--- config.mk ---
export PLATFORM = sky130hd
export DESIGN_NAME = pmem_line_adapter
export DESIGN_NICKNAME = d
export VERILOG_FILES = /design/src/rtl/pmem_line_adapter.sv
export SDC_FILE = /design/constraint.sdc
export NUM_CORES = 1
export LEC_CHECK = 0
export BUFFER_PORTS_ARGS = -buffer_cell sky130_fd_sc_hd__buf_4
export CORE_MARGIN = 10
export CORE_UTILIZATION = 30
export CTS_CLUSTER_DIAMETER = 200
export DETAILED_ROUTE_END_ITERATION = 6
export SLEW_MARGIN = 5
export SYNTH_ARGS = -nofsm -noshare
export SYNTH_HDL_FRONTEND = slang
export SYNTH_SLANG_ARGS = --single-unit
--- constraint.sdc ---
create_clock -name clk -period 7.1 [get_ports clk]
set_input_delay 1.065 -clock clk [delete_from_list [all_inputs] [get_ports clk]]
set_output_delay 1.065 -clock clk [all_outputs]
set_load 0.005 [all_outputs]
--- src/rtl/pmem_line_adapter.sv ---
// pmem_line_adapter
//
// Serves one 128-bit cache line request from the pmem_* interface as eight
// sequential 16-bit accesses to a word-wide synchronous SRAM. When the
// transfer completes it issues a single-cycle pmem_resp.
//
// Ports
//   clk            system clock, rising edge
//   reset_n        synchronous active-low reset
//   pmem_address   line byte address; bits [3:0] ignored
//   pmem_read      line read request (level, held until pmem_resp)
//   pmem_write     line write request (level, held until pmem_resp); wins over read
//   pmem_wdata     write line, word k = [16k+15:16k]
//   pmem_rdata     line buffer; read data valid in the pmem_resp cycle of a read
//   pmem_resp      one-cycle completion pulse
//   sram_addr      SRAM word address (0 when no strobe)
//   sram_re        SRAM read strobe; data returns on sram_rdata the next cycle
//   sram_we        SRAM write strobe
//   sram_wdata     SRAM write word (0 when sram_we is low)
//   sram_rdata     SRAM read word
module pmem_line_adapter (
  input  logic         clk,
  input  logic         reset_n,
  input  logic [15:0]  pmem_address,
  input  logic         pmem_read,
  input  logic         pmem_write,
  input  logic [127:0] pmem_wdata,
  output logic [127:0] pmem_rdata,
  output logic         pmem_resp,
  output logic [14:0]  sram_addr,
  output logic         sram_re,
  output logic         sram_we,
  output logic [15:0]  sram_wdata,
  input  logic [15:0]  sram_rdata
);

  typedef enum logic [1:0] {StIdle, StWrite, StRead, StResp} state_e;

  state_e        state_q, state_d;
  logic [11:0]   base_q, base_d;
  logic [127:0]  line_q, line_d;
  logic [3:0]    cnt_q, cnt_d;

  logic [2:0]    cap_word;
  logic [6:0]    wr_lsb;
  logic [6:0]    cap_lsb;
  logic          strobe;

  // Byte offset within the line has no meaning for a whole-line transfer.
  logic          unused_addr_lsbs;
  assign unused_addr_lsbs = ^pmem_address[3:0];

  // Read data lags the strobe by one cycle, so the word landing while cnt=k
  // belongs to slot k-1 (cnt=8 wraps the 3-bit slot to 7).
  assign cap_word = cnt_q[2:0] - 3'd1;
  assign wr_lsb   = {cnt_q[2:0], 4'b0000};
  assign cap_lsb  = {cap_word, 4'b0000};

  always_comb begin
    state_d = state_q;
    base_d  = base_q;
    line_d  = line_q;
    cnt_d   = cnt_q;
    case (state_q)
      StIdle: begin
        if (pmem_write) begin
          base_d  = pmem_address[15:4];
          line_d  = pmem_wdata;
          cnt_d   = 4'd0;
          state_d = StWrite;
        end else if (pmem_read) begin
          base_d  = pmem_address[15:4];
          cnt_d   = 4'd0;
          state_d = StRead;
        end
      end
      StWrite: begin
        cnt_d = cnt_q + 4'd1;
        if (cnt_q == 4'd7) begin
          state_d = StResp;
        end
      end
      StRead: begin
        if (cnt_q != 4'd0) begin
          line_d[cap_lsb +: 16] = sram_rdata;
        end
        cnt_d = cnt_q + 4'd1;
        if (cnt_q == 4'd8) begin
          state_d = StResp;
        end
      end
      StResp: begin
        state_d = StIdle;
      end
      default: begin
        state_d = StIdle;
      end
    endcase
  end

  // Moore outputs: everything decodes from registered state only.
  always_comb begin
    pmem_rdata = line_q;
    pmem_resp  = (state_q == StResp);
    sram_we    = (state_q == StWrite);
    sram_re    = (state_q == StRead) && !cnt_q[3];
    strobe     = sram_we || sram_re;
    sram_addr  = '0;
    sram_wdata = '0;
    if (strobe) begin
      sram_addr = {base_q, cnt_q[2:0]};
    end
    if (sram_we) begin
      sram_wdata = line_q[wr_lsb +: 16];
    end
  end

  always_ff @(posedge clk) begin
    if (!reset_n) begin
      state_q <= StIdle;
      base_q  <= '0;
      line_q  <= '0;
      cnt_q   <= '0;
    end else begin
      state_q <= state_d;
      base_q  <= base_d;
      line_q  <= line_d;
      cnt_q   <= cnt_d;
    end
  end

endmodule

==> impl_results.md, run 1 <==
* Status: finished, final reports clean
* Worst Max-Slew Pin Slew at 1.05 ns
* Post-place setup slack at approximately 3.2 ns
* DR DRC count at 0
* Post-Syn Nets at 1128
* Die Ht at 189 um
* Total die area at between 30000 and 40000 um^2
* Syn Inst Count at approximately 950
* CP Capture Type: flop
* Util after Layout at roughly two fifths
* Worst hold-check path type: reg -> reg
* Cts repair resizes at 0
* Overall Power at 5.67 mW
* Largest net degree at the start of global routing at 84
* Drt wl/cell at ~26 um
* Max-cap violations at 0
* NetSw at ~2.6 mW
* CTS hold repair buffers at 0
* Setup bufs post-CTS at 0
* Core ar. at 27900 um^2
* Antenna Violating Nets Remaining at 0
* Vias in the first global route at 9284
* Post-synth EDFFs at 0
* Critical path startpoint category: flop
* Grt total ovfl at 0
* Setup violators final at 0
* Post-synthesis cell type count at 54
* Synthesized flop and latch total at 146
* GP Congestion at 0.821
* CTS Sinks at approximately 150
* Yosys warns at 0
* Comb power frac at a little under three fifths
* IO Pins at around 330
* Rows at 61
* CP max FO at 51
* Drt pass-1 iters at 5
* Asr flop ratio synth at 0%
* CTS H-tree lvls at 4
* Clock Skew at 0.0173 ns
* Non-Filler Instances at 1584
* Final WL at 41300 um
* Met3 usage at 6.07%
* IO Port Bufs at between 300 and 400
* Grt met2 use at between 30% and 40%
* Final Slew Violations at 0
* CP arrival at around 4.2 ns
* Leak at ~4.7 nW
* Top cells by count, synth: dfxtp_1, a211oi_1, a21oi_1
* Top FF cell, synth: dfxtp_1
* Clk_lat worst skew at approximately 0.44 ns
* Final HPWL DP at 29400 um
* RSZ-0062 raised after global routing: no
* Max Clock Freq at 0.256 GHz
* Post-layout min period at 3.91 ns
* Final period util at a little under three fifths
* Placed cell area at between 10000 and 15000 um^2
* Setup TNS at 0 ns
* DR iter-0 viols at 667
* Area Overhead vs Synth at 36.9%
* Top cell type's share of synthesized area at between 30% and 40%
* Vias per cell at 5.62
* Clock Pin Slew Worst Setup and Hold Paths at 0.07 ns
* Cell area after layout at 11700 um^2
* Cell taking the most area after synthesis: dfxtp_1
* Syn Std Cell Area at around 8500 um^2
* Power per cell area at just under 500 nW/um^2
* Synth area leaders: dfxtp_1, a211oi_1, mux4_2
* # nets final at approximately 1400
* Worst hold slack at 0.451 ns
* Via Count at around 8900
* Register area share after synthesis at 34.3%
* Share of post-route cells with drive strength above 1 at 38.6%
* Final hold violations at 0
* Top-count cell post-synth: dfxtp_1
* Initial antenna violation count at 1
* CTS Buf Count at 17
* Clk pwr share at 16.7%
* Setup Crit Path Kind: reg -> reg
* GR Util met1 at 26.6%
* Net Sw Frac at a little under half
* DIE WIDTH at roughly 190 um
* GRT Max-Usage Layer: met2
* Slew headroom at 30.0%
* Int Pwr at 3.04 mW
* GRT Util Overall at 22.1%
* Worst EP required at 7.37 ns
* Mapped Avg Cell Area at 8.95 um^2
* CTS tree: done
* Flop pwr share at 27.1%
* Diodes inserted at 0
* Max IR drop VDD at 0.000245 V
* Post-Place Cells at 1552
* Global-route wire length before repair at between 60000 and 70000 um
* CTS Buffer Depth at 2
* CTS Root Cell: clkbuf_16
* Starting Density at 30.5%
* PnR worst setup slack at 3.19 ns
==> cell families (layout without fill, tap and decap cells) <==
group / Yosys count / in the layout / share of synthesized area, %
compound gates: 358 / 358 / 30.0
xor+xnor: 1 / 1 / 0.323
fa+ha+maj: 12 / 12 / 1.76
buf+inv: 161 / 415 / 7.90
flops: 146 / 146 / 34.3
mux: 64 / 64 / 12.2
simple gates: 210 / 210 / 13.5
==> power groups by stage <==
stage	Sequential [mW]	Combinational [mW]	Clock, mW
global route	1.58	3.44	0.992
global placement	1.53	3.15	0
floorplan	1.46	1.86	0
finish	1.54	3.19	0.948
detailed placement	1.54	3.21	0
CTS	1.53	3.21	0.962
==> routing by layer <==
| layer | vias up | routed length [um] |
|---|---|---|
| met5 | - | 20 |
| met4 | 2 | 874 |
| met3 | 47 | 3410 |
| met2 | 432 | 20200 |
| met1 | 4350 | 16800 |
| li1 | 4076 | - |
==> cell type report <==
cell class / instances / area (um^2)
Sequential cell: 146 / 2930
Clock inverter: 14 / 153
Tap cell: 378 / 473
Fill cell: 2889 / 16300
Timing Repair Buffer: 341 / 2560
Inverter: 42 / 158
Clock buffer: 18 / 439
Multi-Input combinational cell: 645 / 4960
==> worst paths after layout <==
check                           depth (start not counted)        from  slack (ns)              to
worst max register to register                          9  state_q[0]        3.19  pmem_rdata[70]
worst max-delay path                                    9  state_q[0]        3.19  pmem_rdata[70]
worst min-delay path                                    2   base_q[0]        0.45       base_q[0]
worst min register to register                          2   base_q[0]        0.45       base_q[0]
==> registers in the layout, summed over array words and instances (netlist names) <==
| register | flops |
|---|---|
| base_q | 12 |
| cnt_q | 4 |
| pmem_rdata | 128 |
| state_q | 2 |
==> worst max-delay path, cell delays in order, from the launching register on <==
cell	delay (ns)
dfxtp_1	0.38
inv_1	0.08
ha_2	0.18
buf_4	0.29
inv_2	0.11
buf_4	0.54
o211a_4	0.59
buf_4	0.65
and2_1	0.71
a211oi_1	0.17
==> cell usage in the layout, fill, tap and decap left out, types with 10 or more instances in the layout <==
master | netlist | final
buf_4 | 4 | 341
dfxtp_1 | 146 | 144
a211oi_1 | 126 | 126
a21oi_1 | 80 | 80
o21ai_0 | 51 | 50
nand2_1 | 46 | 46
inv_1 | 40 | 39
nor3_1 | 33 | 33
nor2b_1 | 33 | 32
mux4_2 | 32 | 32
mux2i_1 | 32 | 32
a32oi_1 | 31 | 31
nor2_1 | 24 | 23
nand3_1 | 21 | 20
or2_2 | 17 | 17
o21a_1 | 17 | 17
clkbuf_16 | 0 | 17
o211a_1 | 17 | 16
o221a_2 | 13 | 13
ha_1 | 12 | 11
nor4_2 | 10 | 10
Power figures use the tool's default switching activity.
==> run 2: changes to the inputs <==
clock period = 3.75 ns   (was 7.1 ns; I/O delays follow)
==> impl_results.md, run 2 (synthesized netlist as in run 1, its figures left out) <==
* Power per cell area at 923 nW/um^2 (was 486 nW/um^2)
* CTS Sinks at 146 (unchanged)
* Starting Density at 30.5% (unchanged)
* FF-to-FF End: pmem_rdata[15] (was pmem_rdata[70])
* Leak at 4.76 nW (was 4.71 nW)
* Final hold violations at 0 (unchanged)
* Total die area at 35600 um^2 (unchanged)
* Setup Crit Path Kind: reg -> reg (unchanged)
* Clock Skew at 0.0132 ns (was 0.0173 ns)
* Slew headroom at 31.0% (was 30.0%)
* Final HPWL DP at 29200 um (was 29400 um)
* Vias in the first global route at 9263 (was 9284)
* Max Clock Freq at 0.296 GHz (was 0.256 GHz)
* CP arrival at 3.70 ns (was 4.18 ns)
* DR iter-0 viols at 677 (was 667)
* Via Count at 9137 (was 8907)
* Status: finished, final reports clean (unchanged)
* Int Pwr at 5.79 mW (was 3.04 mW)
* Setup bufs post-CTS at 0 (unchanged)
* Max-cap violations at 0 (unchanged)
* Critical path startpoint category: flop (unchanged)
* GRT Util Overall at 22.4% (was 22.1%)
* Flop pwr share at 26.7% (was 27.1%)
* Post-layout min period at 3.38 ns (was 3.91 ns)
* Worst Reg2Reg Path Length in Cells at 6 (was 9)
* Clk_lat worst skew at 0.43 ns (was 0.44 ns)
* Vias per cell at 5.73 (was 5.62)
* Cts repair resizes at 0 (unchanged)
* CTS Root Cell: clkbuf_16 (unchanged)
* Max reg flops at 128 (unchanged)
* Die Ht at 189 um (unchanged)
* DR DRC count at 0 (unchanged)
* Most common cell after layout, fill and taps aside: buf_4 (unchanged)
* CTS tree: done (unchanged)
* CP Capture Type: flop (unchanged)
* Net Sw Frac at 46.6% (was 46.4%)
* WHS Path Cells at 3 (was 2)
* Overall Power at 10.8 mW (was 5.67 mW)
* Grt total ovfl at 0 (unchanged)
* Antenna Violating Nets Remaining at 0 (unchanged)
* # fillers at 2843 (was 2889)
* Worst Max-Slew Pin Slew at 1.04 ns (was 1.05 ns)
* Final period util at 90.2% (was 55.0%)
* Max IR drop VDD at 0.000607 V (was 0.000245 V)
* Largest net degree at the start of global routing at 83 (was 84)
* Setup TNS at 0 ns (unchanged)
* CTS Buffer Depth at 2 (unchanged)
* CTS hold repair buffers at 0 (unchanged)
* Rows at 61 (unchanged)
* Commonest non-fill, non-tap cells in the layout: buf_4, dfxtp_1, a211oi_1 (unchanged)
* Core ar. at 27900 um^2 (unchanged)
* Worst hold endpoint: base_q[4] (was base_q[0])
* Final Slew Violations at 0 (unchanged)
* Drt wl/cell at 26.1 um (about the same)
* Area Overhead vs Synth at 37.9% (was 36.9%)
* CTS H-tree lvls at 4 (unchanged)
* Worst hold-check path type: in -> reg (was reg -> reg)
* Share of post-route cells with drive strength above 1 at 39.1% (was 38.6%)
* Worst EP required at 4.06 ns (was 7.37 ns)
* Initial antenna violation count at 0 (was 1)
* IO Port Bufs at 321 (unchanged)
* GP Congestion at 0.844 (was 0.821)
* # nets final at 1379 (was 1369)
* Diodes inserted at 0 (unchanged)
* Cell area after layout at 11800 um^2 (was 11700 um^2)
* CTS Buf Count at 17 (unchanged)
* CP max FO at 46 (was 51)
* Worst Hold Launch: pmem_address[8] (was base_q[0])
* Comb power frac at 57.4% (was 56.2%)
* IO Pins at 326 (unchanged)
* Placed cell area at 11200 um^2 (was 11100 um^2)
* DIE WIDTH at 189 um (unchanged)
* Drt pass-1 iters at 5 (unchanged)
* Global-route wire length before repair at 61200 um (was 60800 um)
* Setup violators final at 0 (unchanged)
* Clk pwr share at 15.9% (was 16.7%)
* RSZ-0062 raised after global routing: no (unchanged)
* Reg2Reg Setup Slack at 0.37 ns (was 3.19 ns)
* NetSw at 5.05 mW (was 2.63 mW)
* Clock Pin Slew Worst Setup and Hold Paths at 0.07 ns (about the same)
* Final WL at 41600 um (was 41300 um)
* R2R Path Start: cnt_q[0] (was state_q[0])
[run 2: worst max-delay path, cell delays in order, from the launching register on]
cell and delay [ns]:
dfxtp_2 0.32, buf_4 0.63, ha_1 0.27, ha_1 0.34, nor4_1 0.50, nand2b_1 0.66, o221a_2 0.54
[run 2: power by group through the flow]
stage	Sequential, mW	Clock, mW	Combinational, mW
final	2.90	1.72	6.22
after global routing	2.98	1.81	6.71
after CTS	2.89	1.74	6.23
after detailed placement	2.91	0	6.22
after global placement	2.89	0	6.13
after floorplan	2.77	0	3.52
[run 2: how the worst max path moves through the flow]
stage	from	to	slack, ns
final	cnt_q[0]	pmem_rdata[15]	0.37
after global placement	cnt_q[0]	pmem_rdata[13]	0.51
after detailed placement	cnt_q[0]	pmem_rdata[7]	0.31
after global routing	cnt_q[0]	pmem_rdata[15]	0.06
after floorplan	cnt_q[0]	pmem_rdata[70]	0.01
after CTS	cnt_q[0]	pmem_rdata[15]	0.30
[run 2: cell type report]
cell class	instances	area (um^2)	area share, %
well taps	378	473	4.02
flip-flops and latches	146	2930	24.9
clock inverters	14	134	1.14
repair buffers	351	2660	22.6
clock buffers	18	439	3.74
multi-input cells	645	4960	42.2
inverters	42	158	1.34
[run 2: per-stage QoR]
| step | util [%] | hold WS, ns | cells | worst slack, ns |
|---|---|---|---|---|
| after floorplan | - | 0.432 | 952 | 0.0107 |
| after global placement | 40.0 | 0.438 | 1562 | 0.514 |
| after detailed placement | 40.0 | 0.443 | 1562 | 0.307 |
| after CTS | 42.1 | 0.377 | 1594 | 0.305 |
| after global routing | 42.1 | 0.368 | 1594 | 0.0574 |
| final | 42.1 | 0.392 | 1594 | 0.366 |
[run 2: metal layers]
layer	global-route usage, %	part of all wire (%)
met4	7.69	3.0
met3	5.95	8.6
met5	0	0
met2	36.6	48
met1	27.7	41
==> run 3: changes to the inputs <==
SETUP_SLACK_MARGIN = 0.5   (was default)
==> impl_results.md, run 3 (synthesized netlist as in run 1, its figures left out) <==
* Clk pwr share at 15.9% (about the same)
* CP arrival at 2.55 ns (was 3.70 ns)
* CTS Buf Count at 17 (unchanged)
* Setup violators final at 0 (unchanged)
* Status: complete, but fails checks (was finished, final reports clean)
* Final WL at 41300 um (was 41600 um)
* Crit path cell chain: buf_4 > mux4_2 > mux2i_1 > nor2b_1 > buf_4 (was buf_4 > ha_1 > ha_1 > nor4_1 > nand2b_1 > o221a_2)
* Final HPWL DP at 29300 um (was 29200 um)
* Final Slew Violations at 0 (unchanged)
* Most common cell after layout, fill and taps aside: buf_4 (unchanged)
* Net Sw Frac at 46.4% (was 46.6%)
* CTS hold repair buffers at 0 (unchanged)
* CP Capture Type: primary output (was flop)
* Global-route wire length before repair at 60700 um (was 61200 um)
* Post-place setup slack at 0.499 ns (was 0.307 ns)
* Non-Filler Instances at 1600 (was 1594)
* Overall Power at 10.8 mW (about the same)
* Worst Reg2Reg Path Length in Cells at 9 (was 6)
* WP buf/inv at 2 (was 1)
* Critical path startpoint category: flop (unchanged)
* # nets final at 1385 (was 1379)
* Total die area at 35600 um^2 (unchanged)
* CP max FO at 46 (unchanged)
* # fillers at 2844 (was 2843)
* Worst hold-check path type: in -> reg (unchanged)
* Flop pwr share at 26.7% (about the same)
* CTS Sinks at 146 (unchanged)
* Max Clock Freq at 0.321 GHz (was 0.296 GHz)
* NetSw at 5.02 mW (was 5.05 mW)
* Drt pass-1 iters at 7 (was 5)
* Die Ht at 189 um (unchanged)
* DIE WIDTH at 189 um (unchanged)
* Crit path max-delay family: multiplexers (was simple AND/OR/NAND/NOR gates)
* Rows at 61 (unchanged)
* Power per cell area at 916 nW/um^2 (was 923 nW/um^2)
* Commonest non-fill, non-tap cells in the layout: buf_4, dfxtp_1, a211oi_1 (unchanged)
* DR iter-0 viols at 645 (was 677)
* Core ar. at 27900 um^2 (unchanged)
* Storage element area at 2930 um^2 (unchanged)
* Setup Crit Path Kind: reg -> out (was reg -> reg)
* Final period util at 83.1% (was 90.2%)
* Final hold violations at 0 (unchanged)
* Post-layout min period at 3.12 ns (was 3.38 ns)
* Setup TNS at 0 ns (unchanged)
* CP max stage delay at 0.65 ns (was 0.66 ns)
* Util after Layout at 42.2% (was 42.1%)
* Area Overhead vs Synth at 38.5% (was 37.9%)
* Share of post-route cells with drive strength above 1 at 39.9% (was 39.1%)
* CTS Root Cell: clkbuf_16 (unchanged)
* RSZ-0062 raised after global routing: yes (was no)
* Initial antenna violation count at 0 (unchanged)
* Antenna Violating Nets Remaining at 0 (unchanged)
* PnR worst setup slack at 0.633 ns (was 0.366 ns)
* WHS Path Cells at 3 (unchanged)
* Failing checks: DRC
* Clock Skew at 0.0169 ns (was 0.0132 ns)
* CTS H-tree lvls at 4 (unchanged)
* Starting Density at 30.5% (unchanged)
* Critical path depth in cells at 5 (was 6)
* Comb power frac at 57.4% (about the same)
* Placed cell area at 11200 um^2 (about the same)
* Max-cap violations at 0 (unchanged)
* Cell area after layout at 11800 um^2 (about the same)
* IO Pins at 326 (unchanged)
* Post-Place Cells at 1564 (was 1562)
* Worst Max-Slew Pin Slew at 0.822 ns (was 1.04 ns)
* CTS tree: done (unchanged)
* Max IR drop VDD at 0.000451 V (was 0.000607 V)
* Int Pwr at 5.79 mW (about the same)
* Area of the multi-input gates at 4990 um^2 (was 4960 um^2)
* DR DRC count at 2 (was 0)
* Max reg flops at 128 (unchanged)
* Drt wl/cell at 25.8 um (was 26.1 um)
* CTS Buffer Depth at 2 (unchanged)
* CP dominant cell by count: buf_4 (was ha_1)
* IO Port Bufs at 321 (unchanged)
* GP Congestion at 0.847 (was 0.844)
* Vias in the first global route at 9231 (was 9263)
* Clock Pin Slew Worst Setup and Hold Paths at 0.07 ns (about the same)
* Slew headroom at 45.2% (was 31.0%)
* Worst EP required at 3.19 ns (was 4.06 ns)
* Worst hold slack at 0.384 ns (was 0.392 ns)
* Worst-path cell with the longest stage delay: buf_4 (was nand2b_1)
* GRT Util Overall at 22.3% (was 22.4%)
* Largest net degree at the start of global routing at 54 (was 83)
* Diodes inserted at 0 (unchanged)
* Grt total ovfl at 0 (unchanged)
* Leak at 4.78 nW (was 4.76 nW)
* Clk_lat worst skew at 0.43 ns (about the same)
* Vias per cell at 5.65 (was 5.73)
* Via Count at 9043 (was 9137)
-- run 3: worst paths after layout --
path / start / slack, ns / endpoint
hold reg to reg: base_q[3] / 0.45 / base_q[3]
hold / removal: pmem_address[4] / 0.38 / base_q[0]
setup / recovery: cnt_q[0] / 0.63 / sram_wdata[3]
setup reg to reg: cnt_q[1] / 0.68 / pmem_rdata[12]
-- run 3: layer usage --
layer,global-route usage (%),part of all wire (%),up-vias
met3,6.48,8.5,52
li1,-,-,4110
met4,8.36,3.0,0
met5,0,0,-
met1,26.8,40,4427
met2,36.8,49,454
-- run 3: repair_timing --
action	in CTS	in global routing
gates resized for setup	2	4
pin swaps	0	1
setup endpoints to repair	9	45
buffers inserted	0	4
-- run 3: power groups by stage --
stage / sequential, mW / combinational [mW] / clock, mW
floorplan: 2.77 / 3.58 / 0
global placement: 2.89 / 6.09 / 0
detailed placement: 2.90 / 6.18 / 0
CTS: 2.88 / 6.20 / 1.74
global route: 2.97 / 6.69 / 1.80
finish: 2.89 / 6.20 / 1.72
-- run 3: worst reg2reg max path: cells and delay by family, from the launching register on --
family	cells	cell delay, ns
simple gates	2	0.67
fa+ha+maj	2	0.68
xor+xnor	1	0.20
flops	1	0.32
buf+inv	3	0.79
compound gates	1	0.31
-- run 3: final cells by class --
type                    count  area share (%)
multi-input cells         645            42.3
flip-flops and latches    146            24.8
repair buffers            357            22.7
well taps                 378            4.01
clock buffers              18            3.72
inverters                  42            1.34
clock inverters            14            1.17
